### config.mk
export PLATFORM = sky130hd
export DESIGN_NAME = program_store_flat
export DESIGN_NICKNAME = d
export VERILOG_FILES = /design/src/rtl/program_store_if.sv /design/src/rtl/program_store.sv /design/src/flat_wrapper.sv
export SDC_FILE = /design/constraint.sdc
export NUM_CORES = 2
export LEC_CHECK = 0
export ABC_CLOCK_PERIOD_IN_PS = 4860
export BUFFER_PORTS_ARGS = -buffer_cell sky130_fd_sc_hd__buf_2
export CAP_MARGIN = 40
export CORE_UTILIZATION = 55
export CTS_CLUSTER_DIAMETER = 50
export DETAILED_ROUTE_END_ITERATION = 10
export PLACE_DENSITY = 0.71
export SYNTH_ARGS = -nofsm -noshare
export SYNTH_HDL_FRONTEND = slang
export SYNTH_SLANG_ARGS = --single-unit
### constraint.sdc
create_clock -name clk -period 4.86 [get_ports clk]
set_input_delay 0.972 -clock clk [delete_from_list [all_inputs] [get_ports clk]]
set_output_delay 0.972 -clock clk [all_outputs]
set_load 0.05 [all_outputs]
### src/rtl/program_store_if.sv
//------------------------------------------------------------------------------
// Module   : program_store_if
// Purpose  : Host load/write port of the program store (load control,
//            valid/ready write channel, sticky error flag).
// Revision : 1.0
//------------------------------------------------------------------------------
`default_nettype none

interface program_store_if #(
    parameter int DATA_W = 32
) ();
    logic              load_req;
    logic              load_done;
    logic              wr_valid;
    logic              wr_ready;
    logic              wr_sel;
    logic [7:0]        wr_addr;
    logic [DATA_W-1:0] wr_data;
    logic              wr_err;

    modport master (
        output load_req, load_done, wr_valid, wr_sel, wr_addr, wr_data,
        input  wr_ready, wr_err
    );

    modport slave (
        input  load_req, load_done, wr_valid, wr_sel, wr_addr, wr_data,
        output wr_ready, wr_err
    );
endinterface

`default_nettype wire

### src/rtl/program_store.sv
//------------------------------------------------------------------------------
// Module   : program_store
// Purpose  : Host-writable instruction/delay memory for the glitch sequencer,
//            with registered reads gated to HALT while contents are invalid.
//            Optional macro PROGRAM_STORE_CHECKSUM_EN adds a download checksum.
// Revision : 1.0
//------------------------------------------------------------------------------
`default_nettype none

module program_store #(
    parameter int PROG_DEPTH = 64,
    parameter int INSTR_W    = 12,
    parameter int NUM_DELAYS = 16,
    parameter int DELAY_W    = 32,
    parameter int DATA_W     = 32
) (
    input  wire logic               clk,
    input  wire logic               reset,
    input  wire logic [7:0]         instr_pt,
    input  wire logic [7:0]         delay_num,
    output logic      [INSTR_W-1:0] instr,
    output logic      [INSTR_W-1:0] next_instr,
    output logic      [DELAY_W-1:0] delay_len,
    output logic                    run,
`ifdef PROGRAM_STORE_CHECKSUM_EN
    output logic      [15:0]        prog_csum,
`endif
    program_store_if.slave          host
);

    // Arrays are sized to a power of two so index slices match exactly;
    // entries beyond the configured depth are never read or written.
    localparam int PA_W    = (PROG_DEPTH > 1) ? $clog2(PROG_DEPTH) : 1;
    localparam int DA_W    = (NUM_DELAYS > 1) ? $clog2(NUM_DELAYS) : 1;
    localparam int CLR_MAX = (PROG_DEPTH > NUM_DELAYS) ? PROG_DEPTH : NUM_DELAYS;

    localparam logic [8:0]         PROG_LIM   = 9'(PROG_DEPTH);
    localparam logic [8:0]         DLY_LIM    = 9'(NUM_DELAYS);
    localparam logic [7:0]         CLR_LAST   = 8'(CLR_MAX - 1);
    localparam logic [INSTR_W-1:0] HALT_WORD  = '1;
    localparam logic [DELAY_W-1:0] HALT_DELAY = '1;

    typedef enum logic [1:0] {
        ST_CLEAR = 2'd0,
        ST_RUN   = 2'd1,
        ST_LOAD  = 2'd2
    } state_t;

    state_t             r_state;
    logic [7:0]         r_clr;
    logic               r_wr_ready;
    logic               r_wr_err;
    logic [INSTR_W-1:0] r_prog  [0:(1<<PA_W)-1];
    logic [DELAY_W-1:0] r_delay [0:(1<<DA_W)-1];

    logic [DATA_W-1:0]  w_wdata;
    logic [8:0]         w_next_pt;
    logic               w_pt_ok;
    logic               w_next_ok;
    logic               w_dly_ok;
    logic               w_accept;
    logic               w_addr_ok;

    assign w_wdata   = host.wr_data;
    assign w_next_pt = {1'b0, instr_pt} + 9'd1;
    assign w_pt_ok   = {1'b0, instr_pt} < PROG_LIM;
    assign w_next_ok = w_next_pt < PROG_LIM;
    assign w_dly_ok  = {1'b0, delay_num} < DLY_LIM;
    assign w_accept  = host.wr_valid & r_wr_ready;
    assign w_addr_ok = host.wr_sel ? ({1'b0, host.wr_addr} < DLY_LIM)
                                   : ({1'b0, host.wr_addr} < PROG_LIM);

    assign host.wr_ready = r_wr_ready;
    assign host.wr_err   = r_wr_err;

    // Storage: zeroed one entry per cycle in CLEAR, host writes in LOAD
    always_ff @(posedge clk) begin
        if (!reset) begin
            if (r_state == ST_CLEAR) begin
                if ({1'b0, r_clr} < PROG_LIM) r_prog[r_clr[PA_W-1:0]]  <= '0;
                if ({1'b0, r_clr} < DLY_LIM)  r_delay[r_clr[DA_W-1:0]] <= '0;
            end else if (w_accept && w_addr_ok) begin
                if (host.wr_sel)
                    r_delay[host.wr_addr[DA_W-1:0]] <= w_wdata[DELAY_W-1:0];
                else
                    r_prog[host.wr_addr[PA_W-1:0]]  <= w_wdata[INSTR_W-1:0];
            end
        end
    end

`ifdef PROGRAM_STORE_CHECKSUM_EN
    logic [31:0] w_d32;
    logic [15:0] r_csum;
    assign w_d32     = 32'(w_wdata);
    assign prog_csum = r_csum;
`endif

    always_ff @(posedge clk) begin
        if (reset) begin
            r_state    <= ST_CLEAR;
            r_clr      <= '0;
            instr      <= HALT_WORD;
            next_instr <= HALT_WORD;
            delay_len  <= HALT_DELAY;
            run        <= 1'b0;
            r_wr_ready <= 1'b0;
            r_wr_err   <= 1'b0;
`ifdef PROGRAM_STORE_CHECKSUM_EN
            r_csum     <= '0;
`endif
        end else begin
            instr      <= HALT_WORD;
            next_instr <= HALT_WORD;
            delay_len  <= HALT_DELAY;
            case (r_state)
                ST_CLEAR: begin
                    if (r_clr == CLR_LAST) begin
                        r_state <= ST_RUN;
                        run     <= 1'b1;
                    end else begin
                        r_clr <= r_clr + 8'd1;
                    end
                end
                ST_RUN: begin
                    instr      <= w_pt_ok   ? r_prog[instr_pt[PA_W-1:0]]   : HALT_WORD;
                    next_instr <= w_next_ok ? r_prog[w_next_pt[PA_W-1:0]]  : HALT_WORD;
                    delay_len  <= w_dly_ok  ? r_delay[delay_num[DA_W-1:0]] : HALT_DELAY;
                    if (host.load_req) begin
                        r_state    <= ST_LOAD;
                        run        <= 1'b0;
                        r_wr_ready <= 1'b1;
                        r_wr_err   <= 1'b0;
`ifdef PROGRAM_STORE_CHECKSUM_EN
                        r_csum     <= '0;
`endif
                    end
                end
                ST_LOAD: begin
                    if (w_accept && !w_addr_ok)
                        r_wr_err <= 1'b1;
`ifdef PROGRAM_STORE_CHECKSUM_EN
                    if (w_accept && w_addr_ok)
                        r_csum <= r_csum + w_d32[15:0] + w_d32[31:16]
                                + {7'd0, host.wr_sel, host.wr_addr};
`endif
                    // A write presented alongside load_done still lands this edge
                    if (host.load_done) begin
                        r_state    <= ST_RUN;
                        run        <= 1'b1;
                        r_wr_ready <= 1'b0;
                    end
                end
                default: begin
                    r_state <= ST_CLEAR;
                    r_clr   <= '0;
                end
            endcase
        end
    end

endmodule

`default_nettype wire

### src/flat_wrapper.sv
// flat-port wrapper written by rule: the top's interface ports become plain ports
module program_store_flat 
#(
    parameter int PROG_DEPTH = 64,
    parameter int INSTR_W    = 12,
    parameter int NUM_DELAYS = 16,
    parameter int DELAY_W    = 32,
    parameter int DATA_W     = 32
)
  (clk, reset, instr_pt, delay_num, instr, next_instr, delay_len, run, host_load_req, host_load_done, host_wr_valid, host_wr_sel, host_wr_addr, host_wr_data, host_wr_ready, host_wr_err);
  program_store_if #(.DATA_W(DATA_W)) host_i ();
  input  wire logic clk;
  input  wire logic reset;
  input  wire logic [7:0] instr_pt;
  input  wire logic [7:0] delay_num;
  output logic      [INSTR_W-1:0] instr;
  output logic      [INSTR_W-1:0] next_instr;
  output logic      [DELAY_W-1:0] delay_len;
  output logic run;
  input wire logic [$bits(host_i.load_req)-1:0] host_load_req;
  input wire logic [$bits(host_i.load_done)-1:0] host_load_done;
  input wire logic [$bits(host_i.wr_valid)-1:0] host_wr_valid;
  input wire logic [$bits(host_i.wr_sel)-1:0] host_wr_sel;
  input wire logic [$bits(host_i.wr_addr)-1:0] host_wr_addr;
  input wire logic [$bits(host_i.wr_data)-1:0] host_wr_data;
  output wire logic [$bits(host_i.wr_ready)-1:0] host_wr_ready;
  output wire logic [$bits(host_i.wr_err)-1:0] host_wr_err;
  assign host_i.load_req = host_load_req;
  assign host_i.load_done = host_load_done;
  assign host_i.wr_valid = host_wr_valid;
  assign host_i.wr_sel = host_wr_sel;
  assign host_i.wr_addr = host_wr_addr;
  assign host_i.wr_data = host_wr_data;
  assign host_wr_ready = host_i.wr_ready;
  assign host_wr_err = host_i.wr_err;
  program_store #(.PROG_DEPTH(PROG_DEPTH), .INSTR_W(INSTR_W), .NUM_DELAYS(NUM_DELAYS), .DELAY_W(DELAY_W), .DATA_W(DATA_W)) u_core (.clk(clk), .reset(reset), .instr_pt(instr_pt), .delay_num(delay_num), .instr(instr), .next_instr(next_instr), .delay_len(delay_len), .run(run), .host(host_i));
endmodule
==> flow_summary.json <==
{
  "yosys.cell_types.count": 57,
  "routabilityCongestion": 0.977,
  "post-cts-setup-buffers": 0,
  "syn_nets": 2873,
  "worstPathRequired_ns": 5.28,
  "detail-route-antenna-nets": 0,
  "hold_path_class": "reg -> reg",
  "grtUsageMet1_pct": 38.8,
  "status": "finished, final reports clean",
  "crit_arrival_ns": 4.41,
  "vdd_drop_max_mv": 0.320,
  "clock-sinks": 1349,
  "maxSlewHeadroom_pct": 30.3,
  "drv_slew": 0,
  "htree_num_levels": 4,
  "synth-seq-cells": 1349,
  "io_pins": 121,
  "p_total_mw": 24.9,
  "route.detailed.drc": 0,
  "synth_area_per_cell_sq_um": 20.6,
  "drtPass1Iterations": 6,
  "numCtsBuffers": 144,
  "die_width_um": 326,
  "setup_viol": 0,
  "wl_mm": 148,
  "layout.nets": 3119,
  "vias": 30800,
  "initial_core_util_pct": 55.6,
  "period_minus_slack_ns": 3.99,
  "powerDensity_mw_per_mm2": 377,
  "rows": 118,
  "pre_cts_slack_ns": 0.676,
  "cts_buffer_depth": 3,
  "clockRootBuffer": "clkbuf_16",
  "postCtsResizedCells": 0,
  "p_leak_nw": 23.3,
  "place_hpwl_mm": 97.5,
  "port_buffers": 120,
  "antenna_found_initial": 4,
  "grt_max_degree": 75,
  "top_usage_layer": "met2",
  "synthArstFlopShare_pct": 0,
  "tightest_slew_ns": 1.05,
  "path_class": "reg -> reg",
  "grt.total_usage_pct": 28.3,
  "multi_input_area_sq_mm": 0.0172,
  "fmax_ghz": 0.251,
  "max-cap-violations": 0,
  "crit_path_start_kind": "flip-flop",
  "cts_tree": "done",
  "path_max_fanout": 21,
  "yosys.area.top_type_share_pct": 66.6,
  "yosysTopAreaCell": "edfxtp_1",
  "seq_area_frac_synth_pct": 69.0,
  "clk_pin_slew_worst_paths_ns": 0.06,
  "gr-usage-met3_pct": 5.29,
  "hold_viol": 0,
  "drive_gt1_share_pct": 36.8,
  "fillers": 6805,
  "synth_edf_count": 1280,
  "grt_pass1_vias": 31300,
  "die_h_um": 326,
  "viasPerCell": 6.76,
  "areaGrowthSynthToFinish_pct": 14.1,
  "clock_latency_ns": 0.75,
  "cp-end-kind": "flip-flop",
  "rsz0062_at_grt": "no",
  "syn_inst": 2805,
  "tns_ns": 0,
  "final.period_utilization_pct": 82.1,
  "layout_setup_ws_ns": 0.870,
  "die_area_sq_mm": 0.106,
  "skew_ns": 0.0231,
  "cts_hold_buf": 0,
  "grt_overflow": 0,
  "use_met2_pct": 44.8,
  "register_area_sq_mm": 0.0398,
  "ys.flop_type": "edfxtp_1",
  "coreArea_sq_mm": 0.104,
  "ys_top_cells_by_area": "edfxtp_1 67%, mux4_2 23%, dfxtp_1 2.4%",
  "syn-cell-area_sq_mm": 0.0577,
  "yosys_warnings": 0,
  "grt_pass1_wl_mm": 214,
  "routedWlPerCell_um": 32.4,
  "dr.first_iter.drc_count": 3776
}
[final timing paths]
check	startpoint	cells after the start	end	slack [ns]
max	u_core.r_state[0]$_SDFFE_PP0P_	9	u_core.r_prog[3][2]$_DFFE_PP_	0.87
min	u_core.r_state[0]$_SDFFE_PP0P_	2	u_core.r_state[0]$_SDFFE_PP0P_	0.51
max reg2reg	u_core.r_state[0]$_SDFFE_PP0P_	9	u_core.r_prog[3][2]$_DFFE_PP_	0.87
min reg2reg	u_core.r_state[0]$_SDFFE_PP0P_	2	u_core.r_state[0]$_SDFFE_PP0P_	0.51
[per-layer routing]
layer	wire (um)	part of all wire, %
met2	72600	49
met5	11	0.0075
met3	13000	8.8
met1	55300	37
met4	6720	4.6
[critical path, cell delays in order, from the launching register on]
cell      delay [ns]
dfxtp_1         0.38
inv_1           0.10
ha_1            0.30
nand3b_1        0.33
nor4b_4         0.46
buf_4           0.32
mux2i_1         0.74
nand3_1         0.50
nor2_1          0.23
buf_4           0.27
[registers in the layout (all words and copies together) (netlist names)]
register and count:
u_core.instr 12, u_core.host.wr_err 1, u_core.host.wr_ready 1, u_core.r_delay 512, u_core.next_instr 12, u_core.r_state 2, u_core.r_prog 768, u_core.delay_len 32
u_core.run 1, u_core.r_clr 8
[stage by stage]
step                hold slack, ns  util, %  area [sq um]  instances
floorplan                    0.466        -         57700       2805
global placement             0.474     58.6         60800       4272
detailed placement           0.492     58.8         61000       4281
CTS                          0.457     63.4         65800       4545
global route                 0.508     63.4         65800       4549
finish                       0.511     63.4         65900       4551
[placed cells by master (no fill, tap or decap), types with 20 or more instances in the layout]
master / netlist / routed
clkinv_1: 1 / 20
nand3_1: 53 / 53
or2_2: 35 / 35
a21oi_1: 21 / 21
buf_2: 76 / 117
mux4_2: 577 / 577
clkbuf_16: 0 / 147
nand2_1: 149 / 149
and2_1: 59 / 47
clkbuf_1: 86 / 25
a31oi_1: 29 / 29
edfxtp_1: 1280 / 1280
buf_12: 0 / 23
mux2i_1: 53 / 53
clkinv_2: 0 / 24
buf_4: 11 / 135
dfxtp_1: 69 / 69
nor2_1: 101 / 85
[cells by family (layout without fill, tap and decap cells)]
group           Yosys count  count (layout)  synth area share (%)
flops                  1349            1349                  69.0
mux                     635             635                  23.5
simple gates            454             454                  3.78
buf+inv                 194             558                  1.55
compound gates          156             156                  1.83
xor+xnor                 11              11                 0.180
fa+ha+maj                 6               6                 0.130
other cells               0               2                     0
[cells in the mapped netlist, types with 6 or more instances]
library cell	instances
edfxtp_1	1280
mux4_2	577
nand2_1	149
nor2_1	101
clkbuf_1	86
buf_2	76
dfxtp_1	69
and2_1	59
mux2i_1	53
nand3_1	53
or2_2	35
a31oi_1	29
a21oi_1	21
a22oi_1	16
o21ai_0	16
a32oi_1	14
a211oi_1	13
nor3_1	12
buf_4	11
inv_1	9
nor2b_1	9
o21ai_1	9
a21o_1	8
nand2b_1	8
xor2_1	8
a311oi_1	7
buf_1	7
o22ai_1	7
or3_1	7
ha_1	6
[where the power goes]
part	internal [mW]	switching, mW	leakage, nW
logic	0.488	0.713	6.36
registers	12.6	0.0289	14.6
clock network	6.49	4.53	2.34
[layout make-up]
cell class	count	share of cell area [%]
timing repair buffer	284	3.37
inverter	10	0.0608
sequential	1349	60.5
clock buffer	174	5.77
antenna	2	0.00760
tap	1380	2.62
multi-input combinational	1262	26.2
clock inverter	90	1.51
Note: power is estimated with default switching activity, not from simulation.
